[config.mk]
export PLATFORM = sky130hd
export DESIGN_NAME = sdivrem
export DESIGN_NICKNAME = d
export VERILOG_FILES = /design/src/rtl/sdivrem_pkg.sv /design/src/rtl/sdivrem_shift.sv /design/src/rtl/sdivrem.sv
export SDC_FILE = /design/constraint.sdc
export NUM_CORES = 1
export LEC_CHECK = 0
export ABC_CLOCK_PERIOD_IN_PS = 11680
export CORE_ASPECT_RATIO = 1.1
export CORE_MARGIN = 3
export CORE_UTILIZATION = 50
export CTS_CLUSTER_SIZE = 12
export DETAILED_ROUTE_END_ITERATION = 8
export PLACE_DENSITY = 0.78
export SLEW_MARGIN = 30
export SYNTH_ARGS = -nofsm -noshare
export SYNTH_HDL_FRONTEND = slang
export SYNTH_SLANG_ARGS = --single-unit
[constraint.sdc]
create_clock -name clk -period 11.68 [get_ports clk]
set_input_delay 2.336 -clock clk [delete_from_list [all_inputs] [get_ports clk]]
set_output_delay 2.336 -clock clk [all_outputs]
set_load 0.01 [all_outputs]
[src/rtl/sdivrem_pkg.sv]
// sdivrem shared types: FSM state encodings.
// Signed support is enabled by defining SDIVREM_SIGNED_EN.
package sdivrem_pkg;

  typedef enum logic [1:0] {
    S_READY = 2'd0,
    S_NORM  = 2'd1,
    S_SUB   = 2'd2,
    S_FIXUP = 2'd3
  } state_t;

endpackage

[src/rtl/sdivrem_shift.sv]
// Shift selector for sdivrem: largest s with (dmag << s) <= rem.
// Built from two leading-one encoders plus one correction compare.
module prio_enc #(
  parameter int W  = 32,
  parameter int WL = 5
) (
  input  logic [W-1:0]  i_in,
  output logic [WL-1:0] o_idx
);

  always_comb begin
    o_idx = '0;
    for (int i = 0; i < W; i++) begin
      if (i_in[i]) o_idx = WL'(i);
    end
  end

endmodule

module divrem_shift #(
  parameter int WIDTH_LOG = 5
) (
  input  logic [(1<<WIDTH_LOG)-1:0] i_rem,
  input  logic [(1<<WIDTH_LOG)-1:0] i_dmag,
  output logic [WIDTH_LOG-1:0]      o_s
);

  localparam int W = 1 << WIDTH_LOG;

  logic [WIDTH_LOG-1:0] w_rm;
  logic [WIDTH_LOG-1:0] w_dm;
  logic [WIDTH_LOG-1:0] w_s0;
  logic [W:0]           w_shv;

  prio_enc #(.W(W), .WL(WIDTH_LOG)) u_enc_rem (
    .i_in  (i_rem),
    .o_idx (w_rm)
  );

  prio_enc #(.W(W), .WL(WIDTH_LOG)) u_enc_den (
    .i_in  (i_dmag),
    .o_idx (w_dm)
  );

  // Aligning leading ones can overshoot by one; the extra bit keeps the compare wrap-free.
  assign w_s0  = w_rm - w_dm;
  assign w_shv = {1'b0, i_dmag} << w_s0;
  assign o_s   = (w_shv > {1'b0, i_rem}) ? w_s0 - WIDTH_LOG'(1) : w_s0;

endmodule

[src/rtl/sdivrem.sv]
// Iterative quotient/remainder divider, one quotient bit per cycle.
// Define SDIVREM_SIGNED_EN for two's-complement operation (NORM/FIXUP states).
module sdivrem
  import sdivrem_pkg::*;
#(
  parameter int WIDTH_LOG = 5
) (
  input  logic                      clk,
  input  logic                      rst,
  input  logic                      go,
  input  logic                      is_signed,
  input  logic [(1<<WIDTH_LOG)-1:0] num,
  input  logic [(1<<WIDTH_LOG)-1:0] den,
  output logic                      ready,
  output logic                      error,
  output logic                      overflow,
  output logic [(1<<WIDTH_LOG)-1:0] quot,
  output logic [(1<<WIDTH_LOG)-1:0] rem
);

  localparam int W = 1 << WIDTH_LOG;

`ifdef SDIVREM_SIGNED_EN
  localparam state_t S_FIRST = S_NORM;
  localparam state_t S_LAST  = S_FIXUP;
  localparam logic [W-1:0] MIN = {1'b1, {(W-1){1'b0}}};
`else
  localparam state_t S_FIRST = S_SUB;
  localparam state_t S_LAST  = S_READY;
`endif

  state_t r_state;
  state_t w_next;

  logic         r_ready;
  logic         r_err;
  logic         r_ovf;
  logic [W-1:0] r_quot;
  logic [W-1:0] r_rem;
  logic [W-1:0] r_dmag;
  logic [W-1:0] r_num;
  logic [W-1:0] r_den;

  logic [WIDTH_LOG-1:0] w_s;
  logic                 w_ge;
  logic                 w_dz;
  logic [W-1:0]         w_bit;
  logic [W-1:0]         w_sub;

`ifdef SDIVREM_SIGNED_EN
  logic r_sn;
  logic r_sd;
`else
  logic w_unused;
  assign w_unused = ^{is_signed, r_num, r_den};
`endif

  divrem_shift #(.WIDTH_LOG(WIDTH_LOG)) u_shift (
    .i_rem  (r_rem),
    .i_dmag (r_dmag),
    .o_s    (w_s)
  );

  assign w_ge  = r_rem >= r_dmag;
  assign w_dz  = den == '0;
  assign w_bit = W'(1) << w_s;
  assign w_sub = r_dmag << w_s;

  always_comb begin
    w_next = r_state;
    unique case (r_state)
      S_READY: if (go && !w_dz) w_next = S_FIRST;
      S_NORM:  w_next = S_SUB;
      S_SUB:   if (!w_ge) w_next = S_LAST;
      S_FIXUP: w_next = S_READY;
      default: w_next = S_READY;
    endcase
  end

  always_ff @(posedge clk) begin
    if (rst) begin
      r_state <= S_READY;
      r_ready <= 1'b1;
      r_err   <= 1'b0;
      r_ovf   <= 1'b0;
      r_quot  <= '0;
      r_rem   <= '0;
      r_dmag  <= '0;
      r_num   <= '0;
      r_den   <= '0;
`ifdef SDIVREM_SIGNED_EN
      r_sn    <= 1'b0;
      r_sd    <= 1'b0;
`endif
    end else begin
      r_state <= w_next;
      r_ready <= (w_next == S_READY);
      unique case (r_state)
        S_READY: begin
          if (go && w_dz) begin
            r_err  <= 1'b1;
            r_ovf  <= 1'b0;
            r_quot <= '1;
            r_rem  <= num;
          end else if (go) begin
            r_err  <= 1'b0;
            r_ovf  <= 1'b0;
            r_num  <= num;
            r_den  <= den;
            r_quot <= '0;
`ifdef SDIVREM_SIGNED_EN
            r_sn   <= is_signed & num[W-1];
            r_sd   <= is_signed & den[W-1];
`else
            r_rem  <= num;
            r_dmag <= den;
`endif
          end
        end
`ifdef SDIVREM_SIGNED_EN
        S_NORM: begin
          r_rem  <= r_sn ? -r_num : r_num;
          r_dmag <= r_sd ? -r_den : r_den;
          r_quot <= '0;
        end
        S_FIXUP: begin
          r_quot <= (r_sn ^ r_sd) ? -r_quot : r_quot;
          r_rem  <= r_sn ? -r_rem : r_rem;
          r_ovf  <= r_sn && r_sd && (r_num == MIN) && (r_den == '1);
        end
`endif
        S_SUB: begin
          if (w_ge) begin
            r_quot <= r_quot | w_bit;
            r_rem  <= r_rem - w_sub;
          end
        end
        default: ;
      endcase
    end
  end

  assign ready    = r_ready;
  assign error    = r_err;
  assign overflow = r_ovf;
  assign quot     = r_quot;
  assign rem      = r_rem;

`ifdef SIM
  logic         r_chk;
  logic [W-1:0] w_arem;

`ifdef SDIVREM_SIGNED_EN
  assign w_arem = r_sn ? -r_rem : r_rem;
`else
  assign w_arem = r_rem;
`endif

  always_ff @(posedge clk) begin
    r_chk <= !rst && (r_state != S_READY) && (w_next == S_READY);
  end

  // Checked one edge after completion, while the results are still held.
  always @(posedge clk) begin
    if (r_chk) begin
      a_rem_lt_den: assert (w_arem < r_dmag);
      a_identity:   assert (W'(r_den * r_quot + r_rem) == r_num);
    end
  end
`endif

endmodule
==> results.py, run 1 <==
metrics = {
    "run_status": {
        "outcome": "completed",
    },
    "clock_network": {
        "clk_pin_slew_worst_paths_ps": 80,
        "numCtsBuffers": 9,
        "cts_root_buf": "clkbuf_16",
        "cts_sinks": 100,
        "h-tree-depth": 3,
        "clock_latency_ps": 380,
        "holdBufCountCts": 0,
        "cts_tree": "yes",
        "cts_buffer_depth": 2,
    },
    "floorplanning": {
        "pin_count": 135,
        "num_rows": 57,
        "core-area_um2": 22500,
        "fp.dieH_um": 166,
        "die_x_um": 151,
        "dieArea_um2": 25000,
        "initial_core_util_pct": 51.6,
    },
    "timing": {
        "finalHoldViolations": 0,
        "max_slew_margin_pct": 34.1,
        "setup_violations": 0,
        "min_period_over_period_pct": 93.6,
        "worstMarginPinSlew_ps": 988,
        "rsz0062_at_grt": "yes",
        "finalMaxSlewViolations": 0,
        "fmax_mhz": 91.5,
        "clock_skew_ps": 17.7,
        "fin_crit_ps": 10930,
    },
    "layout": {
        "fillers": 2045,
        "nets": 1961,
        "instances_no_fill": 2092,
        "syn2layout_area_growth_pct": 21.9,
        "drive_gt1_share_pct": 11.2,
        "final_util_pct": 62.9,
    },
    "grt": {
        "grt_pass1_vias": 12420,
        "antenna_found_initial": 0,
        "grtUsageTotal_pct": 34.8,
        "overflow": 0,
        "grt_pass1_wl_mm": 68.8,
        "grt_max_degree": 90,
    },
    "synth": {
        "avgSynthCellArea_um2": 7.00,
        "yosys_warnings": 0,
        "synthesis.instances": 1656,
        "async_reset_ff_share_pct": 0,
        "synth-edff-count": 0,
        "synth-seq-cells": 100,
        "synth_area_leaders": "dfxtp_1, ha_1, mux2i_1",
        "yosysUniqueCellTypes": 77,
        "synthFlopType": "dfxtp_1",
        "synth_top_cell_area_share_pct": 17.3,
        "synth_top_cell_by_area": "dfxtp_1",
        "syn_area_um2": 11600,
        "ys_seq_area_share_pct": 17.3,
    },
    "drt": {
        "wl_per_cell_um": 21.6,
        "drt_iter0_markers": 1381,
        "vias": 13349,
        "drt-pass1-iter-count": 7,
        "vias_per_cell": 6.38,
        "wl_met3_mm": 4.42,
        "wl_met1_mm": 17.8,
        "ant_nets": 0,
        "drc_errors": 0,
        "routed_wirelength_mm": 45.1,
        "wl_met2_mm": 20.1,
        "routed.top_layer": "met4",
    },
    "setup_path": {
        "critical_path.max_stage_delay_ps": 670,
        "cp-end-kind": "flip-flop",
        "cp-endpoint": "rem[30]",
        "crit_arrival_ps": 11210,
        "r2r_cells": 48,
        "regToRegStartpoint": "r_dmag[4]",
        "worst_setup_path_start_kind": "flip-flop",
        "crit_path_top_delay_cell": "fa_2",
        "critical_path_required_ps": 11960,
        "cp_common_cell": "nor3_1",
        "r2r-end": "rem[30]",
        "reg2reg_slack_ps": 750,
        "cp-startpoint": "r_dmag[4]",
        "critPathMaxFanout": 16,
        "crit_type": "flip-flop to flip-flop",
    },
    "worst_hold_path": {
        "hold-path-cell-count": 2,
        "hold_class": "flip-flop to flip-flop",
    },
    "place": {
        "place_hpwl_mm": 34.7,
        "port_buffers": 132,
        "dp.cells": 2074,
        "gp_congestion": 1.06,
    },
    "run": {
        "maxCapViolCount": 0,
    },
}
==> sequential cells by signal, indices dropped and copies added, names as in the netlist <==
name and cells:
rem 32, error 1, r_dmag 32, quot 32, ready 1, r_state 2
==> critical path: cells and delay by family (launching register included) <==
kind                     cells  cell delay (ps)
buffers and inverters        4              640
adder cells (fa/ha/maj)      3             1290
AND/OR/NAND/NOR             16             2390
multiplexers                 4             1020
flip-flops                   1              580
AO/OA/AOI/OAI               21             4900
==> cells by family (layout without fill, tap and decap cells) <==
family	count (synthesis)	in the layout	share of synthesized area, %
other	1	3	0.0323
muxes	123	123	12.3
AOI/OAI and AO/OA	514	514	27.7
xor gates and xnor gates	28	28	2.12
and+or+nand+nor	580	580	22.3
DFF	100	100	17.3
adders and majority gates	102	102	11.1
buffers and inverters	208	347	7.10
==> worst min-delay path by stage <==
stage,from,slack (ps),endpoint
after global routing,quot[30],500,quot[30]
after global placement,quot[25],450,quot[25]
after detailed placement,quot[15],460,quot[15]
after floorplan,quot[2],500,quot[2]
after CTS,quot[30],480,quot[30]
final,quot[30],470,quot[30]
==> area by class of cell <==
class | instances | area [um2] | area share [%]
multi-input combinational | 1349 | 8900 | 62.9
timing repair buffer | 250 | 2250 | 15.9
sequential | 100 | 2000 | 14.2
tap | 295 | 369 | 2.61
inverter | 81 | 304 | 2.15
clock buffer | 9 | 225 | 1.59
clock inverter | 7 | 83.8 | 0.593
antenna | 1 | 2.50 | 0.0177
==> per-stage QoR <==
stage / area [um2] / setup WS [ps] / hold WS (ps) / TNS (ps)
3_5_place_dp: 13700 / 483 / 458 / 0
3_3_place_gp: 13700 / 642 / 450 / 0
6_report: 14100 / 746 / 474 / 0
4_1_cts: 14000 / 322 / 479 / 0
5_1_grt: 14100 / -21.3 / 503 / -21.3
2_1_floorplan: 11600 / 1100 / 502 / 0
==> cells in the mapped netlist, drive strengths merged (7+ instances only) <==
cell,count
o22ai,12
o21a,17
or2,9
nand4,14
o2111ai,7
a2111oi,7
a31oi,16
a21oi,169
buf,38
o31ai,10
nand2,188
inv,81
o21ai,128
or3,7
nand3,37
o211ai,31
mux2,9
nand2b,19
mux2i,100
mux4,14
xnor2,13
a211oi,29
nor2b,11
xor2,15
nor2,212
a221oi,11
o211a,8
a311oi,15
a21o,18
dfxtp,100
nor4,22
clkbuf,89
and3,14
ha,100
nor3,28
==> per-layer routing <==
metal	global-route usage, %	vias to the layer above
met5	0	-
met1	46.1	6124
met2	53.1	771
met3	6.58	189
met4	18.7	0
li1	-	6265
==> layout by cell type, fill, tap and decap left out, drive strengths merged, types with 9 or more instances in the layout <==
cell | synthesis | layout
nor2 | 212 | 212
nand2 | 188 | 188
a21oi | 169 | 169
clkdlybuf4s50 | 0 | 131
o21ai | 128 | 128
buf | 38 | 119
ha | 100 | 100
dfxtp | 100 | 100
mux2i | 100 | 100
inv | 81 | 86
nand3 | 37 | 37
o211ai | 31 | 31
a211oi | 29 | 29
nor3 | 28 | 28
nor4 | 22 | 22
nand2b | 19 | 19
a21o | 18 | 18
o21a | 17 | 17
a31oi | 16 | 16
a311oi | 15 | 15
xor2 | 15 | 15
nand4 | 14 | 14
mux4 | 14 | 14
and3 | 14 | 14
xnor2 | 13 | 13
o22ai | 12 | 12
a221oi | 11 | 11
nor2b | 11 | 11
o31ai | 10 | 10
or2 | 9 | 9
clkbuf | 89 | 9
mux2 | 9 | 9
==> repair_timing <==
action                                  4_1_cts  5_1_grt
endpoints found under the setup margin        0        6
buffers inserted                              0        1
gates resized for setup                       0       17
Power of run 1 is left out: the tool's default activity adds up to more than one toggle a clock period on the data nets, which glitch-free logic cannot reach.
==> inputs of run 2 (changes only) <==
--- a/config.mk
+++ b/config.mk
@@ -6,11 +6,14 @@
 export NUM_CORES = 1
 export LEC_CHECK = 0
 export ABC_CLOCK_PERIOD_IN_PS = 11680
+export CAP_MARGIN = 20
 export CORE_ASPECT_RATIO = 1.1
 export CORE_MARGIN = 3
 export CORE_UTILIZATION = 50
+export CTS_CLUSTER_DIAMETER = 50
 export CTS_CLUSTER_SIZE = 12
 export DETAILED_ROUTE_END_ITERATION = 8
+export GPL_TIMING_DRIVEN = 0
 export PLACE_DENSITY = 0.78
 export SLEW_MARGIN = 30
 export SYNTH_ARGS = -nofsm -noshare
==> run 2 against run 1 <==
  * Die area did not move
  * First-iteration DRC count rose by 21%
  * Critical path depth rose by 5
  * Sequential share of layout area rose by 0.061 points
  * Clock skew fell by 3.4 ps
  * Wire length rose by 12%
  * Worst setup slack got worse by 470 ps
  * Worst hold slack improved by 1.2 ps
  * Final cell count rose by 1.0%
  * Via count rose by 3.8%
  * Critical path type unchanged
==> results.py, run 2 (synthesis results as in run 1) <==
metrics = {
    "run_status": {
        "outcome": "completed",
    },
    "timing": {
        "setup_violations": 0,
        "finalMaxSlewViolations": 0,
        "postLayoutSetupSlackWorst_ps": 280,
        "max_slew_margin_pct": 37.0,
        "clock_skew_ps": 14.3,
        "min_period_over_period_pct": 97.6,
        "fmax_mhz": 87.7,
        "setup_tns_ps": 0,
        "worstMarginPinSlew_ps": 945,
        "finalHoldViolations": 0,
        "fin_crit_ps": 11400,
    },
    "drt": {
        "routed_wirelength_mm": 50.5,
        "ant_nets": 0,
        "vias": 13852,
        "wl_per_cell_um": 23.9,
        "drt-pass1-iter-count": 7,
        "drc_errors": 0,
        "vias_per_cell": 6.56,
        "drt_iter0_markers": 1674,
    },
    "clock_network": {
        "cts_tree": "yes",
        "holdBufCountCts": 0,
        "clock_latency_ps": 370,
        "cts_root_buf": "clkbuf_16",
        "cts_sinks": 100,
        "cts_buffer_depth": 2,
        "numCtsBuffers": 9,
        "clk_pin_slew_worst_paths_ps": 80,
        "h-tree-depth": 3,
    },
    "worst_hold_path": {
        "hold_class": "flip-flop to flip-flop",
    },
    "grt": {
        "antenna_found_initial": 0,
        "grt_pass1_wl_mm": 75.1,
        "grt_pass1_vias": 13078,
        "grt_max_degree": 22,
        "grtUsageTotal_pct": 38.4,
        "overflow": 0,
    },
    "layout": {
        "nets": 1983,
        "final_util_pct": 63.4,
        "diodes": 0,
        "drive_gt1_share_pct": 11.9,
        "final_common_cell": "nor2_1",
        "layout_common_cells": "nor2_1, nand2_1, a21oi_1",
        "syn2layout_area_growth_pct": 22.8,
    },
    "setup_path": {
        "cp-endpoint": "rem[30]",
        "cp_top_family": "compound AO/OA/AOI/OAI gates",
        "critical_path.max_stage_delay_ps": 550,
        "cp-startpoint": "r_dmag[6]",
        "worst_setup_path_start_kind": "flip-flop",
        "critical_path_required_ps": 11970,
        "r2r-end": "rem[30]",
        "cp_common_cell": "o21ai_0",
        "reg2reg_slack_ps": 280,
        "path_depth": 53,
        "critPathMaxFanout": 10,
        "r2r_cells": 53,
        "crit_type": "flip-flop to flip-flop",
        "worst-path-buf-inv": 8,
        "cp-end-kind": "flip-flop",
        "crit_arrival_ps": 11690,
        "crit_path_top_delay_cell": "fa_2",
        "regToRegStartpoint": "r_dmag[6]",
    },
    "floorplanning": {
        "core-area_um2": 22500,
        "num_rows": 57,
        "die_x_um": 151,
        "fp.dieH_um": 166,
        "dieArea_um2": 25000,
        "pin_count": 135,
        "initial_core_util_pct": 51.6,
    },
    "place": {
        "post-place-ws_ps": -2140,
        "gp_congestion": 0.997,
        "place_hpwl_mm": 38.6,
        "port_buffers": 132,
    },
    "run": {
        "maxCapViolCount": 0,
    },
}
run 2: layout make-up:
cell class | count | area, um2
clock inverters | 7 | 91.3
flip-flops and latches | 100 | 2020
fillers | 2100 | 8230
inverters | 81 | 315
clock buffers | 9 | 225
plain buffers | 117 | 574
repair buffers | 155 | 1490
multi-input cells | 1349 | 9140
well taps | 295 | 369
run 2: how the worst min path moves through the flow:
stage	start	to	depth (start not counted)
floorplan	quot[2]	quot[2]	2
global placement	quot[0]	quot[0]	2
detailed placement	quot[3]	quot[3]	2
CTS	quot[8]	quot[8]	2
global route	quot[8]	quot[8]	2
finish	quot[30]	quot[30]	2
run 2: worst reg2reg max path, delay by kind of cell (launching register included):
family / cells / cell delay (ps)
flops: 1 / 520
simple gates: 13 / 2090
fa+ha+maj: 4 / 1410
mux: 4 / 1070
buf+inv: 8 / 1730
compound gates: 24 / 4470
run 2: layer usage:
metal  part of all wire (%)  vias up  GRT usage (%)
met4                    7.5        0           21.0
met3                     11      248           8.22
met1                     37     6405           48.4
met5                      0        -              0
li1                       -     6323              -
met2                     45      876           60.6
run 2: metrics by stage:
stage | cell area, um2 | cells | hold slack [ps]
2_1_floorplan | 11600 | 1657 | 502
3_3_place_gp | 13300 | 2084 | 449
3_5_place_dp | 13300 | 2084 | 461
4_1_cts | 13700 | 2097 | 480
5_1_grt | 14200 | 2113 | 504
6_report | 14200 | 2113 | 475
run 2: repair_timing:
item                       CTS  global route
gates resized for setup     48           130
setup endpoints to repair   27            11
pin swaps                    5            11
buffers inserted             4            19
Power of run 2 is left out for the same reason.
